$ cat src/rtl/id_ex_stage_pkg.sv
// id_ex_stage_pkg: shared encodings for the ID/EX stage (ALU ops, ALUOp classes, funct codes, forwarding selects)
package id_ex_stage_pkg;
    localparam logic [3:0] ALU_AND = 4'b0000;
    localparam logic [3:0] ALU_OR  = 4'b0001;
    localparam logic [3:0] ALU_ADD = 4'b0010;
    localparam logic [3:0] ALU_SUB = 4'b0110;
    localparam logic [3:0] ALU_SLT = 4'b0111;
    localparam logic [3:0] ALU_NOR = 4'b1100;

    typedef enum logic [1:0] {
        OP_MEM   = 2'b00,
        OP_BEQ   = 2'b01,
        OP_RTYPE = 2'b10,
        OP_ORI   = 2'b11
    } aluop_e;

    localparam logic [5:0] F_ADD = 6'b100000;
    localparam logic [5:0] F_SUB = 6'b100010;
    localparam logic [5:0] F_AND = 6'b100100;
    localparam logic [5:0] F_OR  = 6'b100101;
    localparam logic [5:0] F_SLT = 6'b101010;
    localparam logic [5:0] F_NOR = 6'b100111;

    typedef enum logic [1:0] {
        FWD_REG   = 2'b00,
        FWD_MEMWB = 2'b01,
        FWD_EXMEM = 2'b10
    } fwd_sel_e;

    // Unknown R-type funct codes fall back to ADD so the ALU never sees an undefined op.
    function automatic logic [3:0] alu_ctrl(input logic [1:0] op, input logic [5:0] funct);
        logic [3:0] r_ctl;
        case (funct)
            F_SUB:   r_ctl = ALU_SUB;
            F_AND:   r_ctl = ALU_AND;
            F_OR:    r_ctl = ALU_OR;
            F_SLT:   r_ctl = ALU_SLT;
            F_NOR:   r_ctl = ALU_NOR;
            default: r_ctl = ALU_ADD;
        endcase
        return op == OP_BEQ   ? ALU_SUB :
               op == OP_ORI   ? ALU_OR  :
               op == OP_RTYPE ? r_ctl   : ALU_ADD;
    endfunction
endpackage

$ cat src/rtl/id_ex_stage_forward_unit.sv
// forward_unit: operand forwarding selects for rs/rt from EX/MEM and MEM/WB
//   ex_rs_i, ex_rt_i          source registers of the instruction in EX
//   exmem_we_i, exmem_rd_i    EX/MEM write enable and destination
//   memwb_we_i, memwb_rd_i    MEM/WB write enable and destination
//   fwd_a_o, fwd_b_o          select per operand: 00 reg, 01 MEM/WB, 10 EX/MEM
module forward_unit
    import id_ex_stage_pkg::*;
#(
    parameter int RW = 5
) (
    input  logic [RW-1:0] ex_rs_i,
    input  logic [RW-1:0] ex_rt_i,
    input  logic          exmem_we_i,
    input  logic [RW-1:0] exmem_rd_i,
    input  logic          memwb_we_i,
    input  logic [RW-1:0] memwb_rd_i,
    output logic [1:0]    fwd_a_o,
    output logic [1:0]    fwd_b_o
);
    // $0 is hard-wired zero, so a write to it is never a valid forwarding source;
    // EX/MEM is checked first because it holds the younger result.
    function automatic logic [1:0] sel(input logic [RW-1:0] r);
        return (exmem_we_i && exmem_rd_i != '0 && exmem_rd_i == r) ? FWD_EXMEM :
               (memwb_we_i && memwb_rd_i != '0 && memwb_rd_i == r) ? FWD_MEMWB : FWD_REG;
    endfunction

    assign fwd_a_o = sel(ex_rs_i);
    assign fwd_b_o = sel(ex_rt_i);
endmodule

$ cat src/rtl/id_ex_stage.sv
// id_ex_stage: ID/EX pipeline register with forwarding, ALU control decode and load-use hazard detection
//   clk, rst_n                     clock, async active-low reset
//   stall, flush                   hold / bubble requests (flush has priority)
//   id_*                           decoded operands and control from ID
//   exmem_*, memwb_*               forwarding sources
//   ALUsrc1, ALUsrc2, ALUControl   ALU operands and operation
//   ex_store_data, ex_dest, ex_*   values passed on to EX/MEM
//   load_use_stall                 hold fetch/decode while a load result is pending
module id_ex_stage
    import id_ex_stage_pkg::*;
#(
    parameter int N  = 32,
    parameter int RW = 5
) (
    input  logic          clk,
    input  logic          rst_n,
    input  logic          stall,
    input  logic          flush,
    input  logic [N-1:0]  id_rs_val,
    input  logic [N-1:0]  id_rt_val,
    input  logic [N-1:0]  id_imm,
    input  logic [RW-1:0] id_rs,
    input  logic [RW-1:0] id_rt,
    input  logic [RW-1:0] id_rd,
    input  logic [5:0]    id_funct,
    input  logic [1:0]    id_ALUOp,
    input  logic          id_ALUSrc,
    input  logic          id_RegDst,
    input  logic          id_RegWrite,
    input  logic          id_MemRead,
    input  logic          id_MemWrite,
    input  logic          id_MemtoReg,
    input  logic          exmem_RegWrite,
    input  logic [RW-1:0] exmem_rd,
    input  logic [N-1:0]  exmem_result,
    input  logic          memwb_RegWrite,
    input  logic [RW-1:0] memwb_rd,
    input  logic [N-1:0]  memwb_result,
    output logic [N-1:0]  ALUsrc1,
    output logic [N-1:0]  ALUsrc2,
    output logic [3:0]    ALUControl,
    output logic [N-1:0]  ex_store_data,
    output logic [RW-1:0] ex_dest,
    output logic          ex_RegWrite,
    output logic          ex_MemRead,
    output logic          ex_MemWrite,
    output logic          ex_MemtoReg,
    output logic          load_use_stall
);
    typedef struct packed {
        logic [N-1:0]  rs_val;
        logic [N-1:0]  rt_val;
        logic [N-1:0]  imm;
        logic [RW-1:0] rs;
        logic [RW-1:0] rt;
        logic [RW-1:0] rd;
        logic [5:0]    funct;
        logic [1:0]    alu_op;
        logic          alu_src;
        logic          reg_dst;
        logic          reg_write;
        logic          mem_read;
        logic          mem_write;
        logic          mem_to_reg;
    } idex_t;

    idex_t      id_in, ex_d, ex_q;
    logic [1:0] fwd_a, fwd_b;
    logic [N-1:0] opnd_b;

    assign id_in = '{rs_val: id_rs_val, rt_val: id_rt_val, imm: id_imm,
                     rs: id_rs, rt: id_rt, rd: id_rd, funct: id_funct, alu_op: id_ALUOp,
                     alu_src: id_ALUSrc, reg_dst: id_RegDst, reg_write: id_RegWrite,
                     mem_read: id_MemRead, mem_write: id_MemWrite, mem_to_reg: id_MemtoReg};

    assign load_use_stall = ex_q.mem_read && ex_q.rt != '0 && (ex_q.rt == id_rs || ex_q.rt == id_rt);

    // An all-zero record is the bubble: no writes, no memory access, ALUOp 00.
    assign ex_d = flush ? '0 : stall ? ex_q : load_use_stall ? '0 : id_in;

    always_ff @(posedge clk or negedge rst_n) begin
        if (!rst_n) ex_q <= '0;
        else        ex_q <= ex_d;
    end

    forward_unit #(.RW(RW)) u_fwd (
        .ex_rs_i    (ex_q.rs),
        .ex_rt_i    (ex_q.rt),
        .exmem_we_i (exmem_RegWrite),
        .exmem_rd_i (exmem_rd),
        .memwb_we_i (memwb_RegWrite),
        .memwb_rd_i (memwb_rd),
        .fwd_a_o    (fwd_a),
        .fwd_b_o    (fwd_b)
    );

    assign ALUsrc1 = fwd_a == FWD_EXMEM ? exmem_result : fwd_a == FWD_MEMWB ? memwb_result : ex_q.rs_val;
    assign opnd_b  = fwd_b == FWD_EXMEM ? exmem_result : fwd_b == FWD_MEMWB ? memwb_result : ex_q.rt_val;
    assign ALUsrc2       = ex_q.alu_src ? ex_q.imm : opnd_b;
    assign ex_store_data = opnd_b;
    assign ALUControl    = alu_ctrl(ex_q.alu_op, ex_q.funct);
    assign ex_dest       = ex_q.reg_dst ? ex_q.rd : ex_q.rt;
    assign ex_RegWrite   = ex_q.reg_write;
    assign ex_MemRead    = ex_q.mem_read;
    assign ex_MemWrite   = ex_q.mem_write;
    assign ex_MemtoReg   = ex_q.mem_to_reg;
endmodule

$ cat config.mk
export PLATFORM = sky130hd
export DESIGN_NAME = id_ex_stage
export DESIGN_NICKNAME = d
export VERILOG_FILES = /design/src/rtl/id_ex_stage_pkg.sv /design/src/rtl/id_ex_stage_forward_unit.sv /design/src/rtl/id_ex_stage.sv
export SDC_FILE = /design/constraint.sdc
export NUM_CORES = 1
export LEC_CHECK = 0
export ABC_AREA = 1
export CORE_MARGIN = 2
export CORE_UTILIZATION = 48
export DETAILED_ROUTE_END_ITERATION = 12
export PLACE_DENSITY = 0.85
export SLEW_MARGIN = 20
export SYNTH_ARGS = -nofsm -noshare
export SYNTH_HDL_FRONTEND = slang
export SYNTH_SLANG_ARGS = --single-unit
$ cat constraint.sdc
create_clock -name clk -period 3.4 [get_ports clk]
set_input_delay 0.34 -clock clk [delete_from_list [all_inputs] [get_ports clk]]
set_output_delay 0.34 -clock clk [all_outputs]
set_load 0.05 [all_outputs]
==> results of run 1 <==
==> worst max-delay path by stage <==
stage                 from           to  slack, ns  depth (start not counted)
5_1_grt           ex_q[21]  ALUsrc2[20]       0.23                         10
4_1_cts        exmem_rd[2]  ALUsrc1[17]       0.41                         11
2_1_floorplan     ex_q[24]  ALUsrc1[31]       0.79                          8
3_3_place_gp   exmem_rd[0]  ALUsrc1[17]       0.44                         10
6_report          ex_q[23]  ALUsrc2[20]       0.37                         10
3_5_place_dp   exmem_rd[2]  ALUsrc1[17]       0.42                         11
==> logic make-up after synthesis <==
kind of cell / Yosys count / share of synthesized area [%]
simple gates: 796 / 43.19
buf+inv: 167 / 9.231
flops: 125 / 40.06
compound gates: 55 / 4.055
xor+xnor: 27 / 3.029
mux: 3 / 0.4327
==> routing by layer <==
metal	vias up	global-route usage, %	part of all wire, %	wire (um)
met5	-	0	0	0
met4	0	17.63	4.4	1391
met3	94	7.986	9.5	2969
met2	581	62.07	49	15410
met1	4346	44.32	37	11630
li1	4274	-	-	-
==> area by class of cell <==
type,instances,share of cell area (%)
Multi-Input combinational cell,881,33.52
Timing Repair Buffer,337,30.46
Sequential cell,125,26.29
Clock buffer,18,3.690
Inverter,86,2.713
Tap cell,216,2.271
Clock inverter,13,0.9988
Antenna cell,3,0.06308
==> registers in the layout, indices dropped and copies added, names as in the netlist <==
signal / flops
ex_MemRead: 1
ex_MemWrite: 1
ex_MemtoReg: 1
ex_RegWrite: 1
ex_q: 121
==> cell usage after synthesis, drive strengths merged <==
cell type / n / area share, %
nand2: 489 / 24
o2111ai: 1 / 0.11
nor3: 3 / 0.19
inv: 86 / 4.1
mux2: 3 / 0.43
o21ai: 6 / 0.38
a31oi: 16 / 1.3
clkbuf: 30 / 1.4
nor2b: 1 / 0.080
o211ai: 7 / 0.67
dfrtp: 125 / 40
xor2: 12 / 1.3
xnor2: 15 / 1.7
a21oi: 25 / 1.6
nand3: 222 / 14
nand4: 3 / 0.24
nor2: 61 / 3.1
nand3b: 16 / 1.5
buf: 51 / 3.7
or2: 1 / 0.080
==> placed cells by master (no fill, tap or decap), types with 15 or more instances in the layout <==
| cell type | instances |
|---|---|
| sky130_fd_sc_hd__nand3_1 | 220 |
| sky130_fd_sc_hd__inv_1 | 83 |
| sky130_fd_sc_hd__nand3b_1 | 16 |
| sky130_fd_sc_hd__dfrtp_1 | 125 |
| sky130_fd_sc_hd__buf_4 | 76 |
| sky130_fd_sc_hd__buf_12 | 44 |
| sky130_fd_sc_hd__nand2_1 | 485 |
| sky130_fd_sc_hd__clkbuf_16 | 17 |
| sky130_fd_sc_hd__a21oi_1 | 25 |
| sky130_fd_sc_hd__clkdlybuf4s50_1 | 216 |
| sky130_fd_sc_hd__a31oi_1 | 16 |
| sky130_fd_sc_hd__nor2_1 | 55 |
| sky130_fd_sc_hd__xnor2_1 | 15 |
==> stage by stage <==
stage	area [um2]	power, mW
6_report	11900	4.828
5_1_grt	11900	4.998
4_1_cts	11890	4.834
3_5_place_dp	11330	3.097
3_3_place_gp	11330	3.081
2_1_floorplan	7807	2.368
==> power by group <==
part           internal, mW  switching [mW]
clock                  1.02           0.723
combinational         0.597           0.853
sequential             1.57          0.0603
==> flow_summary.rst, run 1 <==
.. list-table::
   :header-rows: 1

   * - Metric
     - Value
   * - Worst Path Class, Setup
     - flop to output port
   * - Number of inserted filler cells in the final layout
     - 1267
   * - Setup tns final
     - 0 ns
   * - Count of placed standard cells in the final layout, fillers left out
     - 1679
   * - Critical path arrival
     - 2.69 ns
   * - Transition time of the tightest slew-check pin
     - 0.8368 ns
   * - Worst max-slew margin expressed relative to the limit
     - 44.15%
   * - Clock latency on the worst-skew pair
     - 0.42 ns
   * - Setup slack after layout
     - 0.3727 ns
   * - Critical Path RT
     - 3.06 ns
   * - Final number of hold-violating endpoints
     - 24
   * - Placement Setup Slack
     - 0.4189 ns
   * - Post-detailed-routing wire length
     - 31400 um
   * - Crit path time final
     - 3.027 ns
   * - Max-Cap Viols
     - 0
   * - Post-DP HPWL
     - 22550 um
   * - Per-cell routed wire length
     - 18.70 um
   * - I/O Buffers
     - 314
   * - Core ar.
     - 15890 um2
   * - Synth Cell Area
     - 7807 um2
   * - Detailed-routing iteration count for the pre-antenna-repair pass
     - 5
   * - Post-CTS resize count
     - 0
   * - Htree depth
     - 4
   * - Number of antenna violations at the first check in global routing
     - 3
   * - Mean post-synth cell area
     - 6.656 um2
   * - Area overhead of the layout relative to synthesis
     - 52.42%
   * - Maximum fanout along the worst path
     - 32
   * - Total GRT Usage
     - 36.65%
   * - Detail-routed via count per cell
     - 5.536
   * - CTS tree
     - yes
   * - Sequential Area
     - 3128 um2
   * - Kind of end point of the critical path
     - output port
   * - Setup crit start kind
     - flop
   * - Die width
     - 131.5 um
   * - Area of combinational cells with multiple inputs
     - 3989 um2
   * - DRC violation count after routing
     - 0
   * - Worst-case register-to-register setup slack
     - 1.20 ns
   * - RSZ-0062 raised after global routing
     - false
   * - Number of cells on the worst reg-to-reg path
     - 8
   * - Reg2Reg Launch Point
     - ex_q[20]
   * - Die height
     - 131.5 um
   * - Gr ovfl total
     - 0
   * - Via count
     - 9295
   * - Vias in the first global route
     - 9330
   * - Routed Antenna Nets
     - 0
   * - Class of the worst hold path
     - input pin to asynchronous set/reset pin
   * - Number of hold buffers added after CTS
     - 0
   * - Total power density per cell area
     - 405.7 nW/um2
   * - Violated checks
     - hold timing
   * - # placed instances
     - 1645
   * - Cells traversed along the worst timing path
     - xnor2_1, nand2_1, nor2_4, nand2_2, nand2_1, nand3_1, nand2_1, nand2_1, nand2_1, buf_12
   * - Total number of nets in the final design
     - 1653
   * - Wire length of the first global-routing pass
     - 49680 um
   * - Highest Clock Rate
     - 330.3 MHz
   * - Number of placed I/O pins
     - 315
   * - Number of buffers and inverters on the critical path
     - 1
   * - Hold slack
     - -0.03673 ns
   * - Most frequent cell on the critical path
     - sky130_fd_sc_hd__nand2_1
   * - Status
     - finished, violations left
   * - Maximum number of pins on one net before global-route repair
     - 84
   * - Static leakage power
     - 6.197 nW
   * - Distinct cell type count of the synthesized netlist
     - 27
   * - Initial core utilization
     - 49.15%
   * - Largest clock skew in the final design
     - 0.009329 ns
   * - CTS Sinks
     - 125
   * - Area enclosed by the die boundary
     - 17300 um2
   * - First-iteration detailed-routing DRC count
     - 882
   * - Worst flop-to-flop path endpoint
     - ex_q[103]
   * - Final design utilization
     - 74.91%
   * - Post-route fraction of the period consumed by the critical path
     - 89.04%
   * - Clock buffer count from CTS
     - 17
   * - Max Transition Viols Final
     - 0
   * - CTS root buf
     - sky130_fd_sc_hd__clkbuf_16
   * - Rows
     - 46
   * - Critical path's top delay family
     - simple AND/OR/NAND/NOR gates
   * - Final number of setup-violating endpoints
     - 0
   * - Cells after Synth
     - 1173
   * - Maximum number of buffers from clock root to sink
     - 2
   * - GPL Wtd Cong
     - 1.009
   * - Maximum cell stage delay along the critical path
     - 0.49 ns
   * - Peak VDD IR
     - 0.4007 mV
   * - Register area share after synthesis
     - 40.06%
   * - Count of warnings emitted by yosys
     - 0
   * - Number of flip-flops and latches in the synthesized netlist
     - 125
   * - Share of cells above drive strength 1
     - 11.64%
   * - Clock-pin slew on the worst setup and hold paths
     - 0.06 ns
   * - Cell with the biggest individual delay on the critical path
     - sky130_fd_sc_hd__dfrtp_1
   * - Nets in the synthesized netlist
     - 1378
   * - Number of buffers added for setup after CTS
     - 0
Note: power is estimated with default switching activity, not from simulation.
==> run 2: changes to the inputs <==
Settings changed: CORE_ASPECT_RATIO from default to 1.5.
==> flow_summary.rst, run 2 (synthesis results as in run 1) <==
.. list-table::
   :header-rows: 1

   * - Metric
     - Value
   * - Status
     - finished clean
   * - Area overhead of the layout relative to synthesis
     - 53.69%
   * - Die height
     - 160.2 um
   * - Post-route fraction of the period consumed by the critical path
     - 88.95%
   * - Clock latency on the worst-skew pair
     - 0.42 ns
   * - Worst max-slew margin expressed relative to the limit
     - 35.93%
   * - Setup crit start kind
     - flop
   * - Via count
     - 9201
   * - Maximum number of pins on one net before global-route repair
     - 87
   * - Setup slack after layout
     - 0.3755 ns
   * - RSZ-0062 raised after global routing
     - false
   * - Critical Path RT
     - 3.06 ns
   * - I/O Buffers
     - 314
   * - Max Transition Viols Final
     - 0
   * - Static leakage power
     - 6.245 nW
   * - Most frequent cell on the critical path
     - sky130_fd_sc_hd__nand2_1
   * - Class of the worst hold path
     - input pin to asynchronous set/reset pin
   * - Peak VDD IR
     - 0.3018 mV
   * - Top metal layer carrying routed signals
     - met5
   * - Total number of nets in the final design
     - 1651
   * - Crit path time final
     - 3.024 ns
   * - Maximum number of buffers from clock root to sink
     - 2
   * - DRC violation count after routing
     - 0
   * - Worst Path Class, Setup
     - flop to output port
   * - Detailed-routed wire length on met3
     - 3087 um
   * - Max-Cap Viols
     - 0
   * - Highest Clock Rate
     - 330.6 MHz
   * - Metal1 wirelength
     - 11420 um
   * - Placement Setup Slack
     - 0.4942 ns
   * - Per-cell routed wire length
     - 19.14 um
   * - Transition time of the tightest slew-check pin
     - 0.9611 ns
   * - Total design power
     - 5.104 mW
   * - Commonest cells after routing, fill and taps aside
     - sky130_fd_sc_hd__nand2_1 (486), sky130_fd_sc_hd__nand3_1 (220), sky130_fd_sc_hd__clkdlybuf4s50_1 (216)
   * - Maximum cell stage delay along the critical path
     - 0.50 ns
   * - Number of placed I/O pins
     - 315
   * - Total GRT Usage
     - 37.30%
   * - Number of buffers added for setup after CTS
     - 0
   * - Met2 layer wire length in the routed design
     - 15200 um
   * - Die width
     - 108.1 um
   * - First-iteration detailed-routing DRC count
     - 941
   * - Post-DP HPWL
     - 23070 um
   * - CTS root buf
     - sky130_fd_sc_hd__clkbuf_16
   * - Largest Register
     - ex_q
   * - Wire length of the first global-routing pass
     - 49180 um
   * - Detailed-routing iteration count for the pre-antenna-repair pass
     - 6
   * - CTS Sinks
     - 125
   * - Post-detailed-routing wire length
     - 31930 um
   * - Gr ovfl total
     - 0
   * - Kind of end point of the critical path
     - output port
   * - Number of antenna violations at the first check in global routing
     - 4
   * - Rows
     - 57
   * - Total power density per cell area
     - 425.4 nW/um2
   * - # placed instances
     - 1632
   * - Most common cell after layout, fill and taps aside
     - sky130_fd_sc_hd__nand2_1
   * - Clock-pin slew on the worst setup and hold paths
     - 0.06 ns
   * - Htree depth
     - 4
   * - Maximum fanout along the worst path
     - 17
   * - CTS tree
     - yes
   * - Clock buffer count from CTS
     - 17
   * - Largest clock skew in the final design
     - 0.007471 ns
   * - GPL Wtd Cong
     - 1.013
   * - Vias in the first global route
     - 9040
   * - Setup tns final
     - 0 ns
   * - Area enclosed by the die boundary
     - 17320 um2
   * - Core ar.
     - 16050 um2
   * - Routed Antenna Nets
     - 0
   * - Number of flip-flops under the largest register name
     - 121
   * - Critical path arrival
     - 2.68 ns
   * - Share of cells above drive strength 1
     - 11.38%
   * - Final number of hold-violating endpoints
     - 0
   * - Final number of setup-violating endpoints
     - 0
   * - Detail-routed via count per cell
     - 5.516
   * - Cells traversed along the worst timing path
     - xnor2_1, nand2_1, nor2_2, nand3_2, inv_2, nand2_1, nand2_1, nand2_1, nand2_1, buf_12
   * - Count of placed standard cells in the final layout, fillers left out
     - 1668
   * - Cell with the biggest individual delay on the critical path
     - sky130_fd_sc_hd__dfrtp_1
   * - Initial core utilization
     - 48.65%
[run 2: cell type report]
type | instances | area [um2]
clock buffers | 18 | 429.2
clock inverters | 14 | 217.7
fillers | 1260 | 4048
diodes | 3 | 7.507
well taps | 206 | 257.7
inverters | 86 | 322.8
repair buffers | 335 | 3650
multi-input cells | 881 | 3986
flip-flops and latches | 125 | 3128
[run 2: power by group]
| part | switching (mW) | internal [mW] |
|---|---|---|
| registers | 0.0616 | 1.57 |
| clock network | 0.707 | 1.30 |
| logic | 0.861 | 0.600 |
| total | 1.63 | 3.47 |
[run 2: critical path, delay by kind of cell (launching register included)]
kind,cells,cell delay (ns)
XOR/XNOR,1,0.24
flip-flops,1,0.50
buffers and inverters,2,0.56
AND/OR/NAND/NOR,7,0.95
[run 2: what timing repair did]
| item | in CTS | in global routing |
|---|---|---|
| hold buffers | 1 | 0 |
| endpoints found under the hold margin | 11 | 0 |
| gates resized for setup | 0 | 0 |
[run 2: worst paths after layout]
check / start / endpoint / slack (ns) / cells after the start
max reg2reg: ex_q[23] / ex_q[76] / 1.28 / 8
min: rst_n / ex_MemWrite / 0.47 / 2
min reg2reg: ex_q[13] / ex_q[13] / 0.48 / 2
min in group clk: id_MemWrite / ex_MemWrite / 0.47 / 3
max in group asynchronous: rst_n / ex_q[89] / 2.07 / 3
max: ex_q[23] / ALUsrc2[11] / 0.38 / 10
[run 2: per-layer routing]
layer  up-vias  global-route usage [%]
met5         -                       0
met4         2                   23.89
met3       141                   10.20
met2       585                   59.63
met1      4194                   43.53
li1       4279                       -
[run 2: through the flow]
stage | hold WS (ns) | util [%] | cell area (um2)
floorplan | 0.04441 | - | 7807
CTS | 0.4594 | 74.73 | 11990
global route | 0.4714 | 74.78 | 12000
global placement | 0.4351 | 70.64 | 11330
finish | 0.4670 | 74.78 | 12000
detailed placement | 0.4340 | 70.64 | 11330
